--- src/rtl/caliptra_prim_edge_event_queue.sv ---
// Edge event queue: latches enabled edge pulses as pending events,
// serialises them one per cycle into a FIFO, counts coalesced pulses.
module caliptra_prim_edge_event_queue #(
  parameter int Width = 4,
  parameter int Depth = 4,
  parameter int CntW  = 8,
  localparam int IdxW = (Width > 1) ? $clog2(Width) : 1,
  localparam int PtrW = $clog2(Depth) + 1
) (
  input  logic             clk_i,
  input  logic             rst_ni,
  input  logic [Width-1:0] posedge_i,
  input  logic [Width-1:0] negedge_i,
  input  logic [Width-1:0] pos_en_i,
  input  logic [Width-1:0] neg_en_i,
  input  logic             clear_i,
  output logic             evt_valid_o,
  input  logic             evt_ready_i,
  output logic             evt_neg_o,
  output logic [IdxW-1:0]  evt_idx_o,
  output logic [PtrW-1:0]  fifo_cnt_o,
  output logic [CntW-1:0]  drop_cnt_o
);

  localparam int SumW = CntW + IdxW + 2;

  logic [Width-1:0] pend_pos_q, pend_pos_d;
  logic [Width-1:0] pend_neg_q, pend_neg_d;
  logic [PtrW-1:0]  wptr_q, wptr_d;
  logic [PtrW-1:0]  rptr_q, rptr_d;
  logic [CntW-1:0]  drop_q, drop_d;
  logic [IdxW:0]    mem_q [Depth];
  logic [IdxW:0]    mem_d [Depth];

  logic [Width-1:0] pos_pulse, neg_pulse;
  logic [Width-1:0] drain_pos, drain_neg;
  logic [Width-1:0] drop_pos, drop_neg;
  logic [SumW-1:0]  drop_sum;
  logic [IdxW:0]    head;
  logic [IdxW-1:0]  sel_idx;
  logic             sel_vld, sel_neg;
  logic             empty, full, pop, push;

  assign pos_pulse = posedge_i & pos_en_i;
  assign neg_pulse = negedge_i & neg_en_i;

  assign empty = (wptr_q == rptr_q);
  assign full  = (wptr_q[PtrW-1] != rptr_q[PtrW-1]) &&
                 (wptr_q[PtrW-2:0] == rptr_q[PtrW-2:0]);
  assign pop   = !empty && evt_ready_i;
  assign push  = sel_vld && (!full || pop);

  // Descending scan so the lowest index, posedge first, wins.
  always_comb begin
    sel_vld = 1'b0;
    sel_neg = 1'b0;
    sel_idx = '0;
    for (int i = Width - 1; i >= 0; i--) begin
      if (pend_neg_q[i]) begin
        sel_vld = 1'b1;
        sel_neg = 1'b1;
        sel_idx = IdxW'(i);
      end
      if (pend_pos_q[i]) begin
        sel_vld = 1'b1;
        sel_neg = 1'b0;
        sel_idx = IdxW'(i);
      end
    end
  end

  always_comb begin
    drain_pos = '0;
    drain_neg = '0;
    if (push) begin
      if (sel_neg) drain_neg[sel_idx] = 1'b1;
      else         drain_pos[sel_idx] = 1'b1;
    end
  end

  assign drop_pos = pos_pulse & pend_pos_q & ~drain_pos;
  assign drop_neg = neg_pulse & pend_neg_q & ~drain_neg;

  always_comb begin
    drop_sum = SumW'(drop_q);
    for (int i = 0; i < Width; i++) begin
      drop_sum = drop_sum + SumW'(drop_pos[i]) + SumW'(drop_neg[i]);
    end
  end

  always_comb begin
    pend_pos_d = (pend_pos_q & ~drain_pos) | pos_pulse;
    pend_neg_d = (pend_neg_q & ~drain_neg) | neg_pulse;
    wptr_d     = push ? wptr_q + 1'b1 : wptr_q;
    rptr_d     = pop  ? rptr_q + 1'b1 : rptr_q;
    drop_d     = (drop_sum > SumW'({CntW{1'b1}})) ?
                 {CntW{1'b1}} : drop_sum[CntW-1:0];
    mem_d      = mem_q;
    if (push) mem_d[wptr_q[PtrW-2:0]] = {sel_neg, sel_idx};
    // Flush drops same-cycle pulses and pops as well.
    if (clear_i) begin
      pend_pos_d = '0;
      pend_neg_d = '0;
      wptr_d     = '0;
      rptr_d     = '0;
      drop_d     = '0;
    end
  end

  always_ff @(posedge clk_i) begin
    if (!rst_ni) begin
      pend_pos_q <= '0;
      pend_neg_q <= '0;
      wptr_q     <= '0;
      rptr_q     <= '0;
      drop_q     <= '0;
    end else begin
      pend_pos_q <= pend_pos_d;
      pend_neg_q <= pend_neg_d;
      wptr_q     <= wptr_d;
      rptr_q     <= rptr_d;
      drop_q     <= drop_d;
    end
  end

  always_ff @(posedge clk_i) begin
    mem_q <= mem_d;
  end

  assign head        = mem_q[rptr_q[PtrW-2:0]];
  assign evt_valid_o = !empty;
  assign evt_neg_o   = !empty && head[IdxW];
  assign evt_idx_o   = empty ? '0 : head[IdxW-1:0];
  assign fifo_cnt_o  = wptr_q - rptr_q;
  assign drop_cnt_o  = drop_q;

endmodule
--- config.mk ---
export PLATFORM = sky130hd
export DESIGN_NAME = caliptra_prim_edge_event_queue
export DESIGN_NICKNAME = d
export VERILOG_FILES = /design/src/rtl/caliptra_prim_edge_event_queue.sv
export SDC_FILE = /design/constraint.sdc
export NUM_CORES = 1
export LEC_CHECK = 0
export BUFFER_PORTS_ARGS = -buffer_cell sky130_fd_sc_hd__buf_2
export CORE_UTILIZATION = 45
export CTS_CLUSTER_DIAMETER = 200
export CTS_CLUSTER_SIZE = 24
export DETAILED_ROUTE_END_ITERATION = 10
export GPL_TIMING_DRIVEN = 0
export PLACE_DENSITY_LB_ADDON = 0.05
export SETUP_SLACK_MARGIN = 0.15
export SLEW_MARGIN = 30
export SYNTH_ARGS = -nofsm -noshare
export SYNTH_HDL_FRONTEND = slang
export SYNTH_SLANG_ARGS = --single-unit
--- constraint.sdc ---
create_clock -name clk_i -period 6.73 [get_ports clk_i]
set_input_delay 1.346 -clock clk_i [delete_from_list [all_inputs] [get_ports clk_i]]
set_output_delay 1.346 -clock clk_i [all_outputs]
set_load 0.01 [all_outputs]
==> results.py, run 1 <==
metrics = {
    "synthesis": {
        "yosys_warnings": 0,
        "yosysSeqAreaShare_pct": 41.0,
        "async_flop_share_pct": 0,
        "syn-cell-area_mm2": 0.00195,
        "syn-num-nets": 228,
        "synth_flop_cell": "dfxtp_1",
        "syn_inst": 189,
        "ys_seq_elements": 34,
        "synth_cell_types": 49,
        "syn_avg_cell_area_um2": 10.3,
        "synth_edf_count": 12,
    },
    "worst_hold_path": {
        "min_path_type": "reg2reg",
    },
    "pwr": {
        "combPwrFrac_pct": 12.0,
        "seqPwrFrac_pct": 54.0,
        "ir_drop_mv": 0.137,
        "swShare_pct": 24.6,
        "p_int_mw": 0.314,
        "p_total_mw": 0.416,
        "clkPwrFrac_pct": 33.9,
        "switching_power_mw": 0.102,
        "p_leak_nw": 0.934,
        "power_density_mw_per_mm2": 183,
    },
    "sta": {
        "period_needed_ns": 5.43,
        "tns_ns": 0,
        "period_share_pct": 80.7,
        "rsz0062_at_grt": "false",
        "fmax_mhz": 184,
        "setup_viol": 0,
        "final-max-slew-violation-count": 0,
        "clock_skew_ns": 0.00301,
        "hold_viol": 0,
        "maxSlewHeadroom_pct": 62.4,
        "worstMarginPinSlew_ns": 0.564,
    },
    "clock_tree": {
        "cts_buffer_depth": 2,
        "insertion_delay_ns": 0.28,
        "cts_buffers": 5,
        "clockRootBuffer": "clkbuf_8",
        "post_cts.repair.setup_buffers": 0,
        "cts_max_level": 2,
        "path_clk_slew_ns": 0.06,
        "cts_resized": 0,
        "cts_tree": "done",
        "hold_buffers": 0,
        "cts.sinks": 34,
    },
    "detailed_routing": {
        "routed_wl_mm": 4.04,
        "drtPass1Iterations": 4,
        "vias": 1521,
        "wl_per_cell_um": 14.4,
        "detail-route-antenna-nets": 0,
        "drtIter0Drc": 53,
        "vias_per_cell": 5.41,
        "drc": 0,
    },
    "placement": {
        "dp_hpwl_mm": 3.18,
        "place.gp.congestion": 0.749,
        "port_buffers": 34,
    },
    "die": {
        "core_mm2": 0.00409,
        "start_util_pct": 47.8,
        "fp.dieH_um": 67.9,
        "die_w_um": 67.9,
        "placementRows": 23,
        "fp.dieArea_mm2": 0.00460,
        "ios": 35,
    },
    "critical_path": {
        "worstPathMaxFanout": 7,
        "worstSetupStartpointType": "primary input",
        "required_ns": 6.94,
        "endpoint_kind": "flop",
        "cp_data_arrival_time_ns": 5.64,
        "crit_type": "in2reg",
    },
    "cells_and_area": {
        "final_common_cell": "buf_2",
        "drive_gt1_share_pct": 23.4,
        "synthToLayoutAreaGrowth_pct": 16.1,
        "layout_common_cells": "buf_2, dfxtp_1, nor2_1, nand2_1, inv_1",
        "nNetsFinal": 269,
        "antenna_cells": 0,
        "fillers": 375,
    },
    "grt": {
        "grt_pass1_wl_mm": 6.69,
        "antenna_found_initial": 0,
        "first_global_vias": 1518,
        "grt_start_max_net_pins": 11,
        "grt_usage_pct": 20.3,
        "gr-total-overflow": 0,
    },
    "job": {
        "drv_cap": 0,
    },
    "run_status": {
        "outcome": "complete, no violations",
    },
}
-- power by group through the flow --
stage	Sequential [mW]	Combinational, mW	Clock (mW)
after floorplan	0.228	0.0333	0
after global placement	0.229	0.0486	0
after detailed placement	0.229	0.0504	0
after CTS	0.225	0.0506	0.147
after global routing	0.226	0.0562	0.155
final	0.225	0.0500	0.141
-- path summary, 6_finish.rpt --
check,from,to,slack [ns],depth (start not counted)
setup / recovery,evt_ready_i,drop_cnt_o[0],1.30,17
hold / removal,wptr_q[2],wptr_q[2],0.54,2
setup reg to reg,rptr_q[1],drop_cnt_o[0],1.51,18
hold reg to reg,wptr_q[2],wptr_q[2],0.54,2
-- through the flow --
stage | hold slack, ns | area, um^2 | worst slack [ns] | instances | util (%)
6_report | 0.541 | 2270 | 1.30 | 281 | 55.5
5_1_grt | 0.595 | 2270 | 1.07 | 281 | 55.5
4_1_cts | 0.554 | 2270 | 1.32 | 281 | 55.5
3_5_place_dp | 0.537 | 2180 | 1.02 | 273 | 53.5
3_3_place_gp | 0.527 | 2180 | 1.05 | 273 | 53.5
2_1_floorplan | 0.497 | 1950 | 1.48 | 189 | -
-- flip-flops by register name, summed over array words and instances (netlist names) --
register,flops
mem_q,12
drop_cnt_o,8
pend_neg_q,4
pend_pos_q,4
rptr_q,3
wptr_q,3
-- cells by family after synthesis --
group	Yosys count	share of synthesized area [%]
mux	5	4.49
compound gates	43	15.3
simple gates	64	17.9
fa+ha+maj	19	14.5
buf+inv	17	3.27
flops	34	41.0
xor+xnor	7	3.53
-- critical path, cell delays in order --
cell and delay [ns]:
buf_2 0.09, nand3b_1 0.26, o21ai_2 0.13, nand2_1 0.12, nor2_1 0.06, fa_1 0.48
inv_1 0.06, fa_1 0.52, inv_1 0.05, fa_1 0.52, inv_1 0.05, fa_1 0.47
fa_1 0.41, nand2b_1 0.20, a21oi_4 0.21, or3b_1 0.47, a21oi_1 0.18
-- layout make-up --
cell class | instances | area (um^2) | share of cell area (%)
Buffer | 3 | 11.3 | 0.497
Clock buffer | 6 | 72.6 | 3.20
Clock inverter | 2 | 8.76 | 0.387
Inverter | 14 | 52.6 | 2.32
Multi-Input combinational cell | 138 | 1090 | 48.0
Sequential cell | 34 | 801 | 35.3
Tap cell | 50 | 62.6 | 2.76
Timing Repair Buffer | 34 | 170 | 7.51
-- synth_stat cells (2+ instances only) --
cell type	count	area [um^2]
fa_1	6	120
nor3_1	2	10.0
xnor2_1	2	17.5
nand2b_1	3	18.8
and2_1	6	37.5
nand3b_1	2	15.0
ha_1	13	163
clkbuf_1	3	11.3
nand3_1	3	15.0
o21ai_1	5	25.0
dfxtp_1	22	440
a31oi_1	7	43.8
inv_1	14	52.6
edfxtp_1	12	360
mux2i_1	2	20.0
o21ai_0	4	20.0
mux4_2	3	67.6
nor2b_1	3	18.8
xor2_1	4	35.0
nor2_1	17	63.8
o21a_1	2	15.0
nand2_1	15	56.3
a21oi_1	12	60.1
nor4_1	2	12.5
-- per-layer routing --
metal  vias to the layer above  share of wire, %  global-route usage, %
met4                         0               1.2                   9.38
met2                        35                51                   33.8
met5                         -                 0                      0
li1                        751                 -                      -
met3                         5               3.3                   4.00
met1                       730                45                   25.3
No activity file was read; power rests on OpenSTA's default activity.
==> run 2: changes to the inputs <==
- ABC_AREA: default -> 1
- clock period: 6.73 -> 5.2 ns (I/O delays scaled with it)
==> results.py, run 2 <==
metrics = {
    "run_status": {
        "outcome": "complete, no violations",
    },
    "detailed_routing": {
        "wl_met1_mm": 1.87,
        "drtIter0Drc": 47,
        "detail-route-antenna-nets": 0,
        "vias": 1648,
        "vias_per_cell": 4.93,
        "routed_wl_mm": 4.01,
        "top_layer": "met4",
        "drc": 0,
        "wl_per_cell_um": 12.0,
        "dr_wl_met3_um": 153,
        "drtPass1Iterations": 4,
        "wl_met2_mm": 1.94,
    },
    "cells_and_area": {
        "final_common_cell": "inv_1",
        "drive_gt1_share_pct": 22.2,
        "nNetsFinal": 322,
        "antenna_cells": 0,
        "layout_common_cells": "inv_1, nand2_1, buf_2, nor2_1, a21oi_1",
        "stdcell_count": 334,
        "fillers": 392,
        "largest-register": "mem_q",
        "synthToLayoutAreaGrowth_pct": 18.8,
        "finish.utilization_pct": 57.0,
        "largest_reg_flops": 12,
    },
    "critical_path": {
        "critical_path.max_stage_delay_ns": 0.54,
        "cp_slowest_cell": "fa_1",
        "cp_data_arrival_time_ns": 4.97,
        "worstPathCellList": "inv_1, ha_1, nand2_1, nor2_1, nand2_4, inv_1, nor2_2, nand2_1, nand2_1, nor2_1, fa_1, inv_1, fa_1, inv_1, fa_1, inv_1, fa_1, fa_2, nand3b_1, nand2_2, nand2_1, nor3_1, nor3_1",
        "endpoint_kind": "flop",
        "worstRegToRegCells": 23,
        "rrSetupSlack_ns": 0.41,
        "required_ns": 5.38,
        "worstPathMaxFanout": 6,
        "path_delay_family": "adder cells",
        "r2r-end": "drop_cnt_o[6]",
        "r2r_start": "rptr_q[1]",
        "crit_type": "reg2reg",
        "crit_buf_inv": 5,
        "worstSetupStartpointType": "flop",
        "crit_top_cell": "inv_1",
    },
    "sta": {
        "final-max-slew-violation-count": 0,
        "maxSlewHeadroom_pct": 66.6,
        "fmax_mhz": 209,
        "period_needed_ns": 4.79,
        "tns_ns": 0,
        "period_share_pct": 92.1,
        "rsz0062_at_grt": "false",
        "clock_skew_ns": 0.00695,
        "setup_viol": 0,
        "hold_viol": 0,
        "worstMarginPinSlew_ns": 0.502,
        "fin_hold_ws_ns": 0.473,
    },
    "grt": {
        "grt_start_max_net_pins": 13,
        "first_global_vias": 1459,
        "grt_pass1_wl_mm": 6.44,
        "gr-total-overflow": 0,
        "antenna_found_initial": 0,
        "grt_usage_pct": 19.7,
    },
    "synthesis": {
        "syn-cell-area_mm2": 0.00197,
        "syn_inst": 242,
        "yosys.area.top_type": "dfxtp_1",
        "synth_cell_types": 28,
        "yosys.area.top_type_share_pct": 22.3,
        "synth_most_common_cell": "inv_1",
        "syn-num-nets": 281,
        "synth_flop_cell": "dfxtp_1",
        "synth_area_leaders": "dfxtp_1, edfxtp_1, ha_1, inv_1, nand2_1",
        "synth_common_cells": "inv_1, nand2_1, nor2_1",
        "async_flop_share_pct": 0,
        "syn_avg_cell_area_um2": 8.15,
        "yosysSeqAreaShare_pct": 40.6,
        "yosys_warnings": 0,
        "synth_edf_count": 12,
        "ys_seq_elements": 34,
    },
    "pwr": {
        "power_density_mw_per_mm2": 267,
        "clkPwrFrac_pct": 39.6,
        "seqPwrFrac_pct": 46.8,
        "p_int_mw": 0.460,
        "switching_power_mw": 0.166,
        "p_leak_nw": 1.11,
        "ir_drop_mv": 0.176,
        "combPwrFrac_pct": 13.6,
        "swShare_pct": 26.5,
        "p_total_mw": 0.627,
    },
    "die": {
        "die_w_um": 68.2,
        "core_mm2": 0.00412,
        "fp.dieArea_mm2": 0.00465,
        "start_util_pct": 47.9,
        "placementRows": 23,
        "ios": 35,
        "fp.dieH_um": 68.2,
    },
    "worst_hold_path": {
        "min_path_cells": 1,
        "min_from": "wptr_q[2]",
        "min_to": "wptr_q[2]",
        "min_path_type": "reg2reg",
    },
    "placement": {
        "dp_hpwl_mm": 3.09,
        "port_buffers": 34,
        "place.gp.congestion": 0.794,
        "dp.cells": 326,
    },
    "clock_tree": {
        "post_cts.repair.setup_buffers": 0,
        "clockRootBuffer": "clkbuf_8",
        "cts_buffers": 5,
        "cts_tree": "done",
        "cts_buffer_depth": 2,
        "cts.sinks": 34,
        "path_clk_slew_ns": 0.07,
        "cts_max_level": 2,
        "insertion_delay_ns": 0.29,
    },
    "job": {
        "drv_cap": 0,
    },
}
[run 2: cell count changes after synthesis, sizes merged, moves of 4 or more]
cell | previous run | this run
and2 | 7 | 0
o21ai | 10 | 15
nand4 | 1 | 7
nor2 | 18 | 34
a31oi | 7 | 2
a21oi | 13 | 24
nor4 | 4 | 0
nand2 | 15 | 41
inv | 14 | 44
nand3 | 3 | 11
[run 2: area by class of cell]
cell class | count | area [um^2] | share of cell area, %
Multi-Input combinational cell | 163 | 1020 | 43.6
Sequential cell | 34 | 806 | 34.4
Timing Repair Buffer | 34 | 170 | 7.26
Inverter | 44 | 165 | 7.04
Clock buffer | 5 | 68.8 | 2.93
Tap cell | 50 | 62.6 | 2.67
Clock inverter | 3 | 45.0 | 1.92
Buffer | 1 | 3.75 | 0.160
[run 2: worst reg2reg max path, delay by kind of cell, from the launching register on]
family,cells,cell delay [ns]
simple gates,12,1.28
flops,1,0.39
fa+ha+maj,6,2.68
buf+inv,5,0.36
[run 2: what timing repair did]
item                       in CTS  in global routing
resized for setup               1                  9
hold buffers                    0                  0
setup endpoints to repair       4                  7
pin swaps                       0                  1
hold endpoints to repair        0                  0
[run 2: worst max path at each step]
stage	endpoint	cells after the start	from	slack (ns)
floorplan	drop_cnt_o[5]	19	evt_ready_i	0.51
global placement	drop_cnt_o[1]	20	evt_ready_i	0.09
detailed placement	drop_cnt_o[5]	22	evt_ready_i	0.009
CTS	drop_cnt_o[5]	21	rptr_q[0]	0.22
global route	drop_cnt_o[6]	23	rptr_q[1]	0.14
finish	drop_cnt_o[6]	23	rptr_q[1]	0.41
[run 2: kinds of logic after synthesis]
group,share of synthesized area (%)
simple gates,23.1
flops,40.6
fa+ha+maj,14.3
compound gates,12.1
xor+xnor,1.33
buf+inv,8.56
[run 2: per-layer routing]
layer | up-vias | GRT usage [%]
met4 | 0 | 7.03
met3 | 4 | 6.00
li1 | 873 | -
met1 | 734 | 24.3
met5 | - | 0
met2 | 37 | 32.1
[run 2: power by group through the flow]
stage | clock [mW] | sequential, mW | combinational [mW]
2_1_floorplan | 0 | 0.298 | 0.0574
3_3_place_gp | 0 | 0.299 | 0.0849
3_5_place_dp | 0 | 0.300 | 0.0859
4_1_cts | 0.254 | 0.294 | 0.0864
5_1_grt | 0.269 | 0.294 | 0.0996
6_report | 0.248 | 0.293 | 0.0851
[run 2: through the flow]
step           instance area, um^2  setup slack, ns
2_1_floorplan                 1970            0.511
3_3_place_gp                  2210           0.0933
3_5_place_dp                  2210          0.00903
4_1_cts                       2320            0.216
5_1_grt                       2340            0.140
6_report                      2340            0.412
